### src/rtl/expr_eval_sched_if.sv
// Bundle between the scheduler and its environment: requesters, shared evaluator, response consumer.
// slave = scheduler side, master = requesters/evaluator/consumer side.
interface expr_eval_sched_if #(
  parameter int NREQ = 4,
  parameter int OPW  = 60,
  parameter int RESW = 90
) ();
  localparam int IDW = $clog2(NREQ);

  logic [NREQ-1:0]     req_valid;
  logic [NREQ-1:0]     req_ready;
  logic [NREQ*OPW-1:0] req_operands;
  logic [OPW-1:0]      eval_a;
  logic [RESW-1:0]     eval_y;
  logic                rsp_valid;
  logic                rsp_ready;
  logic [IDW-1:0]      rsp_id;
  logic [RESW-1:0]     rsp_data;
  logic                busy;
  logic [RESW-1:0]     rsp_csum;

  modport slave (
    input  req_valid, req_operands, eval_y, rsp_ready,
    output req_ready, eval_a, rsp_valid, rsp_id, rsp_data, busy, rsp_csum
  );

  modport master (
    output req_valid, req_operands, eval_y, rsp_ready,
    input  req_ready, eval_a, rsp_valid, rsp_id, rsp_data, busy, rsp_csum
  );
endinterface

### src/rtl/expr_eval_sched.sv
// Round-robin scheduler sharing one combinational expression evaluator; result back after EVAL_LAT+1 cycles.
// Response held until rsp_ready; no accepts while busy. Define EXPR_EVAL_SCHED_CSUM_EN to build the response XOR checksum.
module expr_eval_sched #(
  parameter int NREQ     = 4,
  parameter int OPW      = 60,
  parameter int RESW     = 90,
  parameter int EVAL_LAT = 2
) (
  input logic              clk,
  input logic              reset,
  expr_eval_sched_if.slave bus
);
  localparam int IDW = $clog2(NREQ);

  typedef enum logic [1:0] {IDLE, EVAL, RESP} state_t;

  state_t          state_q, state_d;
  logic [IDW-1:0]  last_q, last_d;
  logic [IDW-1:0]  rsp_id_q, rsp_id_d;
  logic [3:0]      cnt_q, cnt_d;
  logic [OPW-1:0]  eval_a_q, eval_a_d;
  logic [RESW-1:0] rsp_data_q, rsp_data_d;
  logic            rsp_valid_q, rsp_valid_d;

  logic            grant_found;
  logic [IDW-1:0]  grant_id;
  logic [NREQ-1:0] grant_oh;
  logic            accept;
  logic            rsp_hs;

  // Search starts one past the last winner so every requester is reached within NREQ-1 grants.
  always_comb begin : arb
    int             idx;
    logic [IDW-1:0] idx_v;
    grant_found = 1'b0;
    grant_id    = '0;
    idx         = 0;
    idx_v       = '0;
    for (int k = 0; k < NREQ; k++) begin
      idx = int'(last_q) + 1 + k;
      if (idx >= NREQ) idx = idx - NREQ;
      idx_v = IDW'(idx);
      if (!grant_found && bus.req_valid[idx_v]) begin
        grant_found = 1'b1;
        grant_id    = idx_v;
      end
    end
  end

  assign grant_oh      = grant_found ? (NREQ'(1) << grant_id) : '0;
  assign bus.req_ready = (state_q == IDLE && !reset) ? grant_oh : '0;
  assign accept        = |(bus.req_ready & bus.req_valid);
  assign rsp_hs        = (state_q == RESP) && bus.rsp_ready;

  always_comb begin
    state_d     = state_q;
    last_d      = last_q;
    rsp_id_d    = rsp_id_q;
    cnt_d       = cnt_q;
    eval_a_d    = eval_a_q;
    rsp_data_d  = rsp_data_q;
    rsp_valid_d = rsp_valid_q;
    case (state_q)
      IDLE: begin
        if (accept) begin
          eval_a_d = bus.req_operands[int'(grant_id)*OPW +: OPW];
          rsp_id_d = grant_id;
          last_d   = grant_id;
          cnt_d    = 4'(EVAL_LAT);
          state_d  = EVAL;
        end
      end
      EVAL: begin
        if (cnt_q == 4'd1) begin
          rsp_data_d  = bus.eval_y;
          rsp_valid_d = 1'b1;
          state_d     = RESP;
        end else begin
          cnt_d = cnt_q - 4'd1;
        end
      end
      RESP: begin
        if (rsp_hs) begin
          rsp_valid_d = 1'b0;
          state_d     = IDLE;
        end
      end
      default: state_d = IDLE;
    endcase
  end

  always_ff @(posedge clk) begin
    if (reset) begin
      state_q     <= IDLE;
      last_q      <= IDW'(NREQ - 1);
      rsp_id_q    <= '0;
      cnt_q       <= '0;
      eval_a_q    <= '0;
      rsp_data_q  <= '0;
      rsp_valid_q <= 1'b0;
    end else begin
      state_q     <= state_d;
      last_q      <= last_d;
      rsp_id_q    <= rsp_id_d;
      cnt_q       <= cnt_d;
      eval_a_q    <= eval_a_d;
      rsp_data_q  <= rsp_data_d;
      rsp_valid_q <= rsp_valid_d;
    end
  end

  assign bus.eval_a    = eval_a_q;
  assign bus.rsp_valid = rsp_valid_q;
  assign bus.rsp_id    = rsp_id_q;
  assign bus.rsp_data  = rsp_data_q;
  assign bus.busy      = (state_q != IDLE);

`ifdef EXPR_EVAL_SCHED_CSUM_EN
  logic [RESW-1:0] csum_q, csum_d;

  always_comb begin
    csum_d = csum_q;
    if (rsp_hs) csum_d = csum_q ^ rsp_data_q;
  end

  always_ff @(posedge clk) begin
    if (reset) csum_q <= '0;
    else       csum_q <= csum_d;
  end

  assign bus.rsp_csum = csum_q;
`else
  assign bus.rsp_csum = '0;
`endif
endmodule

### src/flat_wrapper.sv
// flat-port wrapper written by rule: the top's interface ports become plain ports
module expr_eval_sched_flat 
#(
  parameter int NREQ     = 4,
  parameter int OPW      = 60,
  parameter int RESW     = 90,
  parameter int EVAL_LAT = 2
)
  (clk, reset, bus_req_valid, bus_req_operands, bus_eval_y, bus_rsp_ready, bus_req_ready, bus_eval_a, bus_rsp_valid, bus_rsp_id, bus_rsp_data, bus_busy, bus_rsp_csum);
  expr_eval_sched_if #(.NREQ(NREQ), .OPW(OPW), .RESW(RESW)) bus_i ();
  input logic clk;
  input logic reset;
  input wire logic [$bits(bus_i.req_valid)-1:0] bus_req_valid;
  input wire logic [$bits(bus_i.req_operands)-1:0] bus_req_operands;
  input wire logic [$bits(bus_i.eval_y)-1:0] bus_eval_y;
  input wire logic [$bits(bus_i.rsp_ready)-1:0] bus_rsp_ready;
  output wire logic [$bits(bus_i.req_ready)-1:0] bus_req_ready;
  output wire logic [$bits(bus_i.eval_a)-1:0] bus_eval_a;
  output wire logic [$bits(bus_i.rsp_valid)-1:0] bus_rsp_valid;
  output wire logic [$bits(bus_i.rsp_id)-1:0] bus_rsp_id;
  output wire logic [$bits(bus_i.rsp_data)-1:0] bus_rsp_data;
  output wire logic [$bits(bus_i.busy)-1:0] bus_busy;
  output wire logic [$bits(bus_i.rsp_csum)-1:0] bus_rsp_csum;
  assign bus_i.req_valid = bus_req_valid;
  assign bus_i.req_operands = bus_req_operands;
  assign bus_i.eval_y = bus_eval_y;
  assign bus_i.rsp_ready = bus_rsp_ready;
  assign bus_req_ready = bus_i.req_ready;
  assign bus_eval_a = bus_i.eval_a;
  assign bus_rsp_valid = bus_i.rsp_valid;
  assign bus_rsp_id = bus_i.rsp_id;
  assign bus_rsp_data = bus_i.rsp_data;
  assign bus_busy = bus_i.busy;
  assign bus_rsp_csum = bus_i.rsp_csum;
  expr_eval_sched #(.NREQ(NREQ), .OPW(OPW), .RESW(RESW), .EVAL_LAT(EVAL_LAT)) u_core (.clk(clk), .reset(reset), .bus(bus_i));
endmodule
### config.mk
export PLATFORM = sky130hd
export DESIGN_NAME = expr_eval_sched_flat
export DESIGN_NICKNAME = d
export VERILOG_FILES = /design/src/rtl/expr_eval_sched_if.sv /design/src/rtl/expr_eval_sched.sv /design/src/flat_wrapper.sv
export SDC_FILE = /design/constraint.sdc
export NUM_CORES = 1
export LEC_CHECK = 0
export BUFFER_PORTS_ARGS = -buffer_cell sky130_fd_sc_hd__buf_4
export CAP_MARGIN = 15
export CORE_AREA = 3 3 223 225
export CTS_CLUSTER_DIAMETER = 200
export DETAILED_ROUTE_END_ITERATION = 10
export DIE_AREA = 0 0 226 228
export PLACE_DENSITY = 0.4
export SLEW_MARGIN = 20
export SYNTH_ARGS = -nofsm -noshare
export SYNTH_HDL_FRONTEND = slang
export SYNTH_SLANG_ARGS = --single-unit
### constraint.sdc
create_clock -name clk -period 2 [get_ports clk]
set_clock_uncertainty 0.2 [all_clocks]
set_input_delay 0.1 -clock clk [delete_from_list [all_inputs] [get_ports clk]]
set_output_delay 0.1 -clock clk [all_outputs]
set_load 0.1 [all_outputs]
==> results of run 1 <==
==> cells by family after synthesis <==
family | after synthesis
adders and majority gates | 2
DFF | 161
and+or+nand+nor | 283
other | 1
AOI/OAI and AO/OA | 413
buffers and inverters | 195
==> state kept, by name (all words and copies together), names as in the netlist <==
| register | flops |
|---|---|
| u_core.bus.rsp_data | 90 |
| u_core.bus.rsp_id | 2 |
| u_core.state_q | 2 |
| u_core.bus.eval_a | 60 |
| u_core.bus.rsp_valid | 1 |
| u_core.cnt_q | 4 |
| u_core.last_q | 2 |
==> worst paths after layout <==
check / endpoint / depth (start not counted) / slack, ns
max reg2reg: u_core.bus.eval_a[48] / 6 / -0.02
min reg2reg: u_core.bus.rsp_data[43] / 2 / 0.25
min: u_core.bus.rsp_id[0] / 5 / 0.08
max: bus_req_ready[1] / 6 / -0.12
==> report_power, final <==
part / internal, mW / switching (mW)
Combinational: 1.80 / 3.78
Clock: 2.09 / 1.57
Sequential: 3.45 / 0.147
==> cells in the mapped netlist (2+ instances only) <==
cell type / n
nor2_1: 12
o21ai_1: 10
a21oi_1: 154
nand2b_1: 4
clkbuf_1: 72
and3_1: 2
and2_1: 61
a211oi_1: 3
a21boi_0: 2
a32oi_1: 60
ha_1: 2
o21ai_0: 117
nor2b_1: 2
buf_2: 20
nor3_1: 4
a31oi_1: 60
nand3_1: 2
or3_1: 4
nand2_1: 187
dfxtp_1: 161
inv_1: 7
buf_6: 4
buf_4: 90
==> worst min-delay path: stages <==
cell	delay [ns]
buf_4	0.17
a211o_1	0.15
a221oi_1	0.07
buf_4	0.14
nor2_1	0.08
==> cells in the final DEF, fill, tap and decap left out, types with 2 or more instances in the layout <==
| master | instances |
|---|---|
| nor2_4 | 2 |
| a21oi_1 | 154 |
| and2_1 | 60 |
| nand2_1 | 183 |
| buf_6 | 4 |
| dlygate4sd3_1 | 337 |
| a32oi_4 | 4 |
| a211oi_1 | 2 |
| buf_4 | 519 |
| nand2_2 | 3 |
| dfxtp_4 | 3 |
| nor2_1 | 10 |
| dfxtp_1 | 157 |
| and2_4 | 2 |
| a32oi_1 | 51 |
| ha_1 | 2 |
| clkbuf_8 | 3 |
| o21ai_0 | 116 |
| or3_1 | 4 |
| nor2b_1 | 2 |
| o21ai_1 | 11 |
| clkbuf_16 | 19 |
| nand3_1 | 2 |
| nand2b_1 | 3 |
| bufinv_16 | 3 |
| inv_1 | 6 |
| nor3_4 | 3 |
| a32oi_2 | 6 |
| and3_2 | 2 |
| inv_6 | 5 |
| conb_1 | 90 |
| a31oi_1 | 60 |
| buf_12 | 21 |
| nand2_4 | 2 |
| clkinv_4 | 2 |
==> metal layers <==
metal  vias up  GRT usage  routed length, µm
met3        48     0.0603               3690
li1       5152          -                  -
met1      4951      0.184              18000
met2       433      0.289              21800
met5         -          0                  0
met4         0     0.0594                978
==> timing repair <==
action / in CTS / in global routing
resized for setup: 25 / 17
setup buffers: 8 / 3
hold buffers: 337 / 0
pin swaps: 8 / 10
setup endpoints to repair: 5 / 141
hold endpoints to repair: 158 / 0
gates cloned: 1 / 2
==> area by class of cell <==
class	instances	area (µm²)	share of cell area
Clock inverter	12	168	0.00999
Timing Repair Buffer	884	7820	0.466
Sequential cell	161	3240	0.193
Inverter	7	26.3	0.00157
Tap cell	615	769	0.0459
Clock buffer	20	467	0.0278
Multi-Input combinational cell	788	4300	0.256
==> reports/summary.txt, run 1 <==
Post-Route Setup TNS - -0.213 ns
Simple-gate share of the synthesized area - 0.158
Tot Pwr - 12.8 mW
EDFF count, synth - 0
Seq/Total Area, Yosys - 0.398
Post-Syn Area per Cell - 7.67 µm²
Critical path class - reg -> out
Remaining DRCs - 0
Rel. slew slack - 0.594
Pwr per Cell Area - 765 nW/µm²
Chip width - 226 µm
Max Cap Viol - 0
Clk Latency, worst-skew pair - 0.48 ns
Violated checks - setup timing
Final period util - 1.06
Fin crit period - 2.12 ns
Boundary Pins - 585
Status - finished with violations
Clock root cell - clkbuf_16
Synth Area in Adders - 0.00309
Ys async rst share - 0
CTS max path bufs - 2
H-tree Lvls - 4
Critical path's slowest cell - a311o_2
Nets@finish - 2198
Setup violators final - 7
Vias in the first global route - 11400
TritonCTS clock tree - yes
Least-Margin Pin Slew - 0.608 ns
Crit path max-delay family - compound AO/OA/AOI/OAI gates
Largest net degree at the start of global routing - 79
Post-synthesis xor/xnor area fraction - 0
CP cell instances - nand2b_4 > a311o_2 > buf_12 > nand2_4 > nor3_4 > buf_12
FILL cells - 4888
Crit path required time - 1.70 ns
FP Rows - 80
Vias/cell - 4.26
Compound-Gate Fraction of Synth Area - 0.301
RSZ-0062 raised after global routing - yes
GRT Util Overall - 0.166
N_diodes - 0
Cell area after synthesis - 8090 µm²
Mux share of post-synthesis cell area - 0
Yosys Warn Count - 0
Fin. Hold Viols - 0
Library cells used by synthesis - 38
Reg clk slew, reported paths - 0.07 ns
CP Launch Point - u_core.last_q[0]
Cell mode on critical path - buf_12
Place WS - -0.00660 ns
Proportion of layout cells with a drive suffix above 1 - 0.329
DR iter-0 viols - 501
Initial Util - 0.169
Hold_ws - 0.0776 ns
Yosys top cell by area - dfxtp_1
Die area - 51500 µm²
Non-Filler Instances - 2487
Die Y - 228 µm
Remaining Overflow, GRT - 0
Final WL - 44500 µm
Achievable Freq - 471 MHz
Largest family of logic cells by synthesized area - compound AO/OA/AOI/OAI gates
Share of the synthesized area in the top cell type - 0.398
WL/cell - 17.9 µm
Cell count after synthesis - 1055
CP Buf/Inv Count - 2
Worst min path class - in -> reg
First-pass GRT wire length - 66300 µm
PortBufs - 494
Inst Count DP - 2105
CP Data Arrival Time - 1.82 ns
Post-synth top flop - dfxtp_1
Sinks on Clock Net - 161
Synth Register Bits - 161
Crit path largest cell delay - 0.40 ns
Post-DP HPWL - 29700 µm
Most area-consuming cells after synthesis - dfxtp_1 (40%), a21oi_1 (9.5%), nand2_1 (8.7%), buf_4 (8.4%), o21ai_0 (7.2%)
Lkg Pwr - 7.10 nW
Crit path max fanout - 6
Core ar. - 47700 µm²
Routed vias - 10600
Max-slew violation count - 0
Design area - 16800 µm²
Final worst slack - -0.124 ns
Hold_sp - bus_req_valid[3]
Layout area overhead - 107%
RR Startpoint - u_core.last_q[0]
CTS buffer count - 17
CP Launch Type - register
Worst setup EP type - output port
RePlAce Congestion - 0.797
Initial antenna violation count - 0
VDD IR-drop max - 454 µV
DR pass1 iterations - 5
Cell Area, Placed - 12400 µm²
Final ANT Viol Nets - 0
Final core utilization - 0.351
No activity file was read; power rests on OpenSTA's default activity.
==> run 2, diff against run 1 <==
--- a/config.mk
+++ b/config.mk
@@ -7,11 +7,12 @@
 export LEC_CHECK = 0
 export BUFFER_PORTS_ARGS = -buffer_cell sky130_fd_sc_hd__buf_4
 export CAP_MARGIN = 15
-export CORE_AREA = 3 3 223 225
+export CORE_AREA = 2 2 226 228
+export CTS_BUF_LIST = sky130_fd_sc_hd__clkbuf_8
 export CTS_CLUSTER_DIAMETER = 200
 export DETAILED_ROUTE_END_ITERATION = 10
-export DIE_AREA = 0 0 226 228
-export PLACE_DENSITY = 0.4
+export DIE_AREA = 0 0 228 230
+export PLACE_DENSITY = 0.39
 export SLEW_MARGIN = 20
 export SYNTH_ARGS = -nofsm -noshare
 export SYNTH_HDL_FRONTEND = slang
==> reports/summary.txt, run 2 (synthesized netlist as in run 1, its figures left out) <==
FP Rows - 82 (+2.5%)
Crit path largest cell delay - 0.60 ns (+0.20 ns)
Cell Area, Placed - 12600 µm² (+1.2%)
CTS max path bufs - 2 (unchanged)
Critical path's slowest cell - dlygate4sd3_1
Vias/cell - 4.19 (-1.6%)
Final core utilization - 0.333 (-0.0182)
Post-DP HPWL - 28900 µm (-2.5%)
RSZ-0062 raised after global routing - yes
Proportion of layout cells with a drive suffix above 1 - 0.331 (+0.00162)
Clock root cell - clkbuf_8
Die area - 52400 µm² (+1.8%)
Nets@finish - 2207 (+0.41%)
Remaining Overflow, GRT - 0 (unchanged)
PortBufs - 494 (unchanged)
R2R Setup Slk - 0.04 ns (+0.06 ns)
Fin crit period - 2.22 ns (+0.0924 ns)
Boundary Pins - 585 (unchanged)
Clk Latency, worst-skew pair - 0.54 ns (+0.06 ns)
Setup violators final - 5 (-2)
CP Launch Type - input pin
RePlAce Congestion - 0.815 (+2.2%)
Tot Pwr - 11.6 mW (-9.8%)
VDD IR-drop max - 424 µV (-6.5%)
CTS buffer count - 17 (unchanged)
CP cell instances - buf_4 > dlygate4sd3_1 > or4_4 > and2_4 > and3_4 > buf_12
DR pass1 iterations - 5 (unchanged)
Crit path max fanout - 6 (unchanged)
Rel. slew slack - 0.569 (-0.0252)
WL/cell - 16.9 µm (-5.5%)
Worst setup EP type - output port
Inst Count DP - 2172 (+3.2%)
Design area - 16600 µm² (-0.98%)
Crit path required time - 1.70 ns (about the same)
Largest net degree at the start of global routing - 83 (+5.1%)
Max-slew violation count - 0 (unchanged)
Die Y - 230 µm (+0.88%)
Reg clk slew, reported paths - 0.10 ns (+0.03 ns)
Layout area overhead - 105%
CP Data Arrival Time - 1.92 ns (+0.10 ns)
First-pass GRT wire length - 65100 µm (-1.7%)
Final period util - 1.11 (+0.0462)
Final WL - 43200 µm (-3.0%)
FILL cells - 5229 (+7.0%)
Sinks on Clock Net - 161 (unchanged)
Final worst slack - -0.216 ns (-0.0924 ns)
Violated checks - setup timing
Status - finished with violations
Commonest non-fill, non-tap cell in the layout - buf_4
H-tree Lvls - 4 (unchanged)
Core ar. - 49900 µm² (+4.4%)
Initial Util - 0.162 (-0.00719)
Chip width - 228 µm (+0.88%)
TritonCTS clock tree - yes
Most frequent cells in the layout - buf_4 (528), dlygate4sd3_1 (336), nand2_1 (183), dfxtp_1 (157), a21oi_1 (154)
Lkg Pwr - 6.99 nW (-1.5%)
Critical path class - in -> out
Achievable Freq - 451 MHz (-4.2%)
Fin. Hold Viols - 0 (unchanged)
Remaining DRCs - 0 (unchanged)
Least-Margin Pin Slew - 0.646 ns (+0.0378 ns)
Number of flip-flops under the largest register name - 90 (unchanged)
Final ANT Viol Nets - 0 (unchanged)
Initial antenna violation count - 2 (+2)
Worst min path class - in -> reg
DR iter-0 viols - 462 (-7.8%)
Pwr per Cell Area - 697 nW/µm² (-9.0%)
GRT Util Overall - 0.160 (-0.00590)
Routed vias - 10700 (+1.1%)
Non-Filler Instances - 2554 (+2.7%)
Vias in the first global route - 11000 (-3.2%)
Max Cap Viol - 0 (unchanged)
==> run 2: cell count changes in the layout (fill, tap and decap cells not counted), sizes merged <==
cell	delta
and2	+1
bufinv	-3
dlygate4sd3	-1
clkinv	+1
clkinvlp	+2
buf	+11
diode	+1
clkbuf	-3
inv	+2
bufbuf	-1
==> run 2: worst paths after layout <==
kind,startpoint,endpoint,depth (start not counted)
hold reg to reg,u_core.bus.rsp_data[41],u_core.bus.rsp_data[41],2
setup / recovery,bus_req_valid[0],bus_req_ready[2],6
setup reg to reg,u_core.last_q[0],u_core.bus.eval_a[34],7
hold / removal,bus_req_valid[1],u_core.bus.rsp_id[0],6
==> run 2: what timing repair did <==
| action | 4_1_cts | 5_1_grt |
|---|---|---|
| pin swaps | 8 | 8 |
| hold endpoints to repair | 159 | 1 |
| hold buffers | 335 | 1 |
| gates cloned | 0 | 2 |
| setup buffers | 6 | 5 |
| resized for setup | 30 | 10 |
| endpoints found under the setup margin | 7 | 115 |
==> run 2: power breakdown <==
| part | leakage, nW | switching, mW | internal (mW) |
|---|---|---|---|
| clock | 0.187 | 1.52 | 0.930 |
| combinational | 5.49 | 3.76 | 1.78 |
| sequential | 1.32 | 0.144 | 3.44 |
==> run 2: worst max-delay path, delay by kind of cell <==
family                 cells  cell delay (ns)
AND/OR/NAND/NOR            3             0.90
buffers and inverters      3             0.90
==> run 2: area by class of cell <==
| type | count | area, µm² | area share |
|---|---|---|---|
| well taps | 672 | 841 | 0.0506 |
| flip-flops and latches | 161 | 3230 | 0.195 |
| clock buffers | 18 | 248 | 0.0149 |
| repair buffers | 892 | 7850 | 0.473 |
| inverters | 7 | 26.3 | 0.00158 |
| clock inverters | 14 | 120 | 0.00723 |
| diodes | 1 | 2.50 | 0.000151 |
| multi-input cells | 789 | 4290 | 0.258 |
==> run 2: metrics by stage <==
step | TNS [ns] | setup WS, ns | hold slack (ns)
after floorplan | -0.306 | -0.189 | 0.0360
after global placement | -0.0260 | -0.0260 | 0.147
after detailed placement | -0.0346 | -0.0346 | 0.158
after CTS | -1.00 | -0.273 | -0.114
after global routing | -1.03 | -0.282 | 0.00631
final | -0.800 | -0.216 | 0.0221
==> run 2: routing by layer <==
| metal | track usage | wire, µm | part of all wire | vias up |
|---|---|---|---|---|
| li1 | - | - | - | 5168 |
| met1 | 0.188 | 18000 | 0.42 | 5027 |
| met2 | 0.274 | 21000 | 0.49 | 453 |
| met3 | 0.0516 | 3320 | 0.077 | 47 |
| met4 | 0.0529 | 837 | 0.019 | 2 |
| met5 | 0 | 7 | 0.00016 | - |
==> run 3, diff against run 2 <==
--- a/config.mk
+++ b/config.mk
@@ -5,14 +5,15 @@
 export SDC_FILE = /design/constraint.sdc
 export NUM_CORES = 1
 export LEC_CHECK = 0
+export ABC_AREA = 1
 export BUFFER_PORTS_ARGS = -buffer_cell sky130_fd_sc_hd__buf_4
 export CAP_MARGIN = 15
-export CORE_AREA = 2 2 226 228
+export CORE_AREA = 2 2 229 231
 export CTS_BUF_LIST = sky130_fd_sc_hd__clkbuf_8
 export CTS_CLUSTER_DIAMETER = 200
 export DETAILED_ROUTE_END_ITERATION = 10
-export DIE_AREA = 0 0 228 230
-export PLACE_DENSITY = 0.39
+export DIE_AREA = 0 0 231 233
+export PLACE_DENSITY = 0.41
 export SLEW_MARGIN = 20
 export SYNTH_ARGS = -nofsm -noshare
 export SYNTH_HDL_FRONTEND = slang
==> reports/summary.txt, run 3 <==
Most numerous cell in the Yosys netlist - nand2_1
Post-Syn Area per Cell - 6.16 µm² (-20%)
Place WS - -0.371 ns (-0.337 ns)
Boundary Pins - 585 (unchanged)
Core ar. - 51100 µm² (+2.5%)
Status - finished with violations
Remaining Overflow, GRT - 0 (unchanged)
Fin. Hold Viols - 0 (unchanged)
Vias in the first global route - 12900 (+17%)
Rel. slew slack - 0.405 (-0.164)
Crit path max fanout - 6 (unchanged)
Pwr per Cell Area - 1350 nW/µm² (+94%)
Initial Util - 0.184 (+0.0216)
DR pass1 iterations - 5 (unchanged)
Final WL - 53700 µm (+24%)
Final period util - 1.33 (+0.224)
Worst setup EP type - output port
WL/cell - 17.5 µm (+3.2%)
H-tree Lvls - 4 (unchanged)
Crit path required time - 1.70 ns (about the same)
Remaining DRCs - 0 (unchanged)
PortBufs - 494 (unchanged)
Hold_ws - 0.0506 ns (+0.0285 ns)
Largest net degree at the start of global routing - 82 (-1.2%)
Reg area - 3230 µm² (about the same)
Most frequent cells in the layout - buf_4 (531), nand2_1 (356), dlygate4sd3_1 (332), nor2_1 (307), dfxtp_1 (159)
Most area-consuming cells after synthesis - dfxtp_1 (34%), nand2_1 (19%), nor2_1 (12%), nand4_1 (8.0%), buf_4 (7.9%)
Layout area overhead - 109%
DR iter-0 viols - 583 (+26%)
Proportion of layout cells with a drive suffix above 1 - 0.338 (+0.00725)
Commonest non-fill, non-tap cell in the layout - buf_4
Max Cap Viol - 0 (unchanged)
Post-DP HPWL - 34300 µm (+19%)
Share of the synthesized area in the top cell type - 0.343 (-0.0552)
Yosys Warn Count - 0 (unchanged)
Violated checks - setup timing
Final worst slack - -0.665 ns (-0.449 ns)
VDD IR-drop max - 599 µV (+41%)
Chip width - 231 µm (+1.3%)
Worst min path class - in -> reg
Achievable Freq - 375 MHz (-17%)
Library cells used by synthesis - 24 (-37%)
Vias/cell - 4.23 (+0.95%)
Critical path class - reg -> out
CTS max path bufs - 2 (unchanged)
CP Launch Type - register
First-pass GRT wire length - 75100 µm (+15%)
Max-slew violation count - 0 (unchanged)
Clk Latency, worst-skew pair - 0.55 ns (about the same)
Nets@finish - 2721 (+23%)
Multi-input combinational cell area - 5630 µm² (+31%)
Setup violators final - 69 (+64)
Reg clk slew, reported paths - 0.10 ns (about the same)
Lkg Pwr - 10.1 nW (+44%)
Routed vias - 13000 (+22%)
Fin crit period - 2.66 ns (+0.449 ns)
Die Y - 233 µm (+1.3%)
RePlAce Congestion - 0.877 (+7.6%)
Final core utilization - 0.385 (+0.0515)
FILL cells - 5209 (-0.38%)
Number of flip-flops under the largest register name - 90 (unchanged)
Seq/Total Area, Yosys - 0.343 (-0.0552)
CTS buffer count - 17 (unchanged)
Yosys top cell by area - dfxtp_1
Ys async rst share - 0 (unchanged)
FP Rows - 83 (+1.2%)
Clock root cell - clkbuf_8
Cell count after synthesis - 1524 (+44%)
EDFF count, synth - 0 (unchanged)
Post-synth top flop - dfxtp_1
Die area - 53800 µm² (+2.6%)
CP Data Arrival Time - 2.36 ns (+0.44 ns)
Synth Register Bits - 161 (unchanged)
Sinks on Clock Net - 161 (unchanged)
Cell area after synthesis - 9390 µm² (+16%)
TritonCTS clock tree - yes
Final ANT Viol Nets - 0 (unchanged)
Tot Pwr - 26.5 mW (+130%)
GRT Util Overall - 0.184 (+0.0243)
Least-Margin Pin Slew - 0.893 ns (+0.246 ns)
RSZ-0062 raised after global routing - yes
Initial antenna violation count - 9 (+7)
Most frequent cells after synthesis - nand2_1 (465), nor2_1 (308), dfxtp_1 (161)
## run 3: cell types whose count changed after synthesis, moves of 26 or more
cell      delta
a21oi_1    -150
a31oi_1     -59
a32oi_1     -60
and2_1      -61
buf_2       +42
clkbuf_1    -30
inv_1       +64
nand2_1    +278
nand3_1     +67
nand4_1    +120
nor2_1     +296
o21ai_0     -26
## run 3: path summary, 6_finish.rpt
kind	from	to	depth (start not counted)	slack [ns]
setup reg to reg	u_core.last_q[0]	u_core.bus.eval_a[36]	18	-0.33
hold / removal	reset	u_core.bus.rsp_id[0]	7	0.05
setup / recovery	u_core.last_q[0]	bus_req_ready[1]	12	-0.66
hold reg to reg	u_core.bus.rsp_valid	u_core.bus.rsp_valid	2	0.27
## run 3: kinds of logic after synthesis
group,count (synthesis),share of synthesized area
AOI/OAI and AO/OA,99,0.0534
adders and majority gates,2,0.00266
buffers and inverters,281,0.161
DFF,161,0.343
other,1,0.000399
and+or+nand+nor,980,0.439
## run 3: layer usage
metal	global-route usage	up-vias	wire length, µm
met3	0.0565	87	4060
li1	-	6402	-
met2	0.324	560	26600
met1	0.209	5962	21700
met5	0	-	48
met4	0.0647	8	1390
## run 3: where the power goes
group / switching (mW) / leakage, nW / internal [mW]
registers: 0.293 / 1.31 / 3.67
logic: 12.0 / 8.54 / 7.83
clock network: 1.52 / 0.213 / 1.25
## run 3: critical path, stage by stage, from the launching register on
cell and delay (ns):
dfxtp_4 0.41, buf_6 0.12, nand2_2 0.04, nand2_2 0.07, nand2_1 0.06, nand2_2 0.11, inv_2 0.06, nand3_4 0.11
nand3_4 0.11, buf_6 0.14, buf_12 0.14, nor3_4 0.23, buf_12 0.20
## run 3: final cells by class
type,instances,area share
clock inverter,14,0.00904
sequential,161,0.164
antenna,5,0.000636
inverter,77,0.0161
multi-input combinational,1171,0.286
clock buffer,17,0.0119
tap,680,0.0433
timing repair buffer,954,0.468
## run 3: stage by stage
step                instance area, µm²  cells  setup TNS (ns)
global route                     19700   3078          -29.25
global placement                 14000   2649          -16.08
CTS                              18700   3049          -37.97
detailed placement               14000   2649          -17.87
floorplan                         9820   1613           -1.99
finish                           19700   3079          -19.25
## run 3: timing repair
item / in CTS / in global routing
resized for setup: 87 / 173
endpoints found under the hold margin: 159 / 0
hold buffers: 332 / 0
setup buffers: 20 / 21
gates cloned: 17 / 15
pin swaps: 21 / 39
setup endpoints to repair: 73 / 73
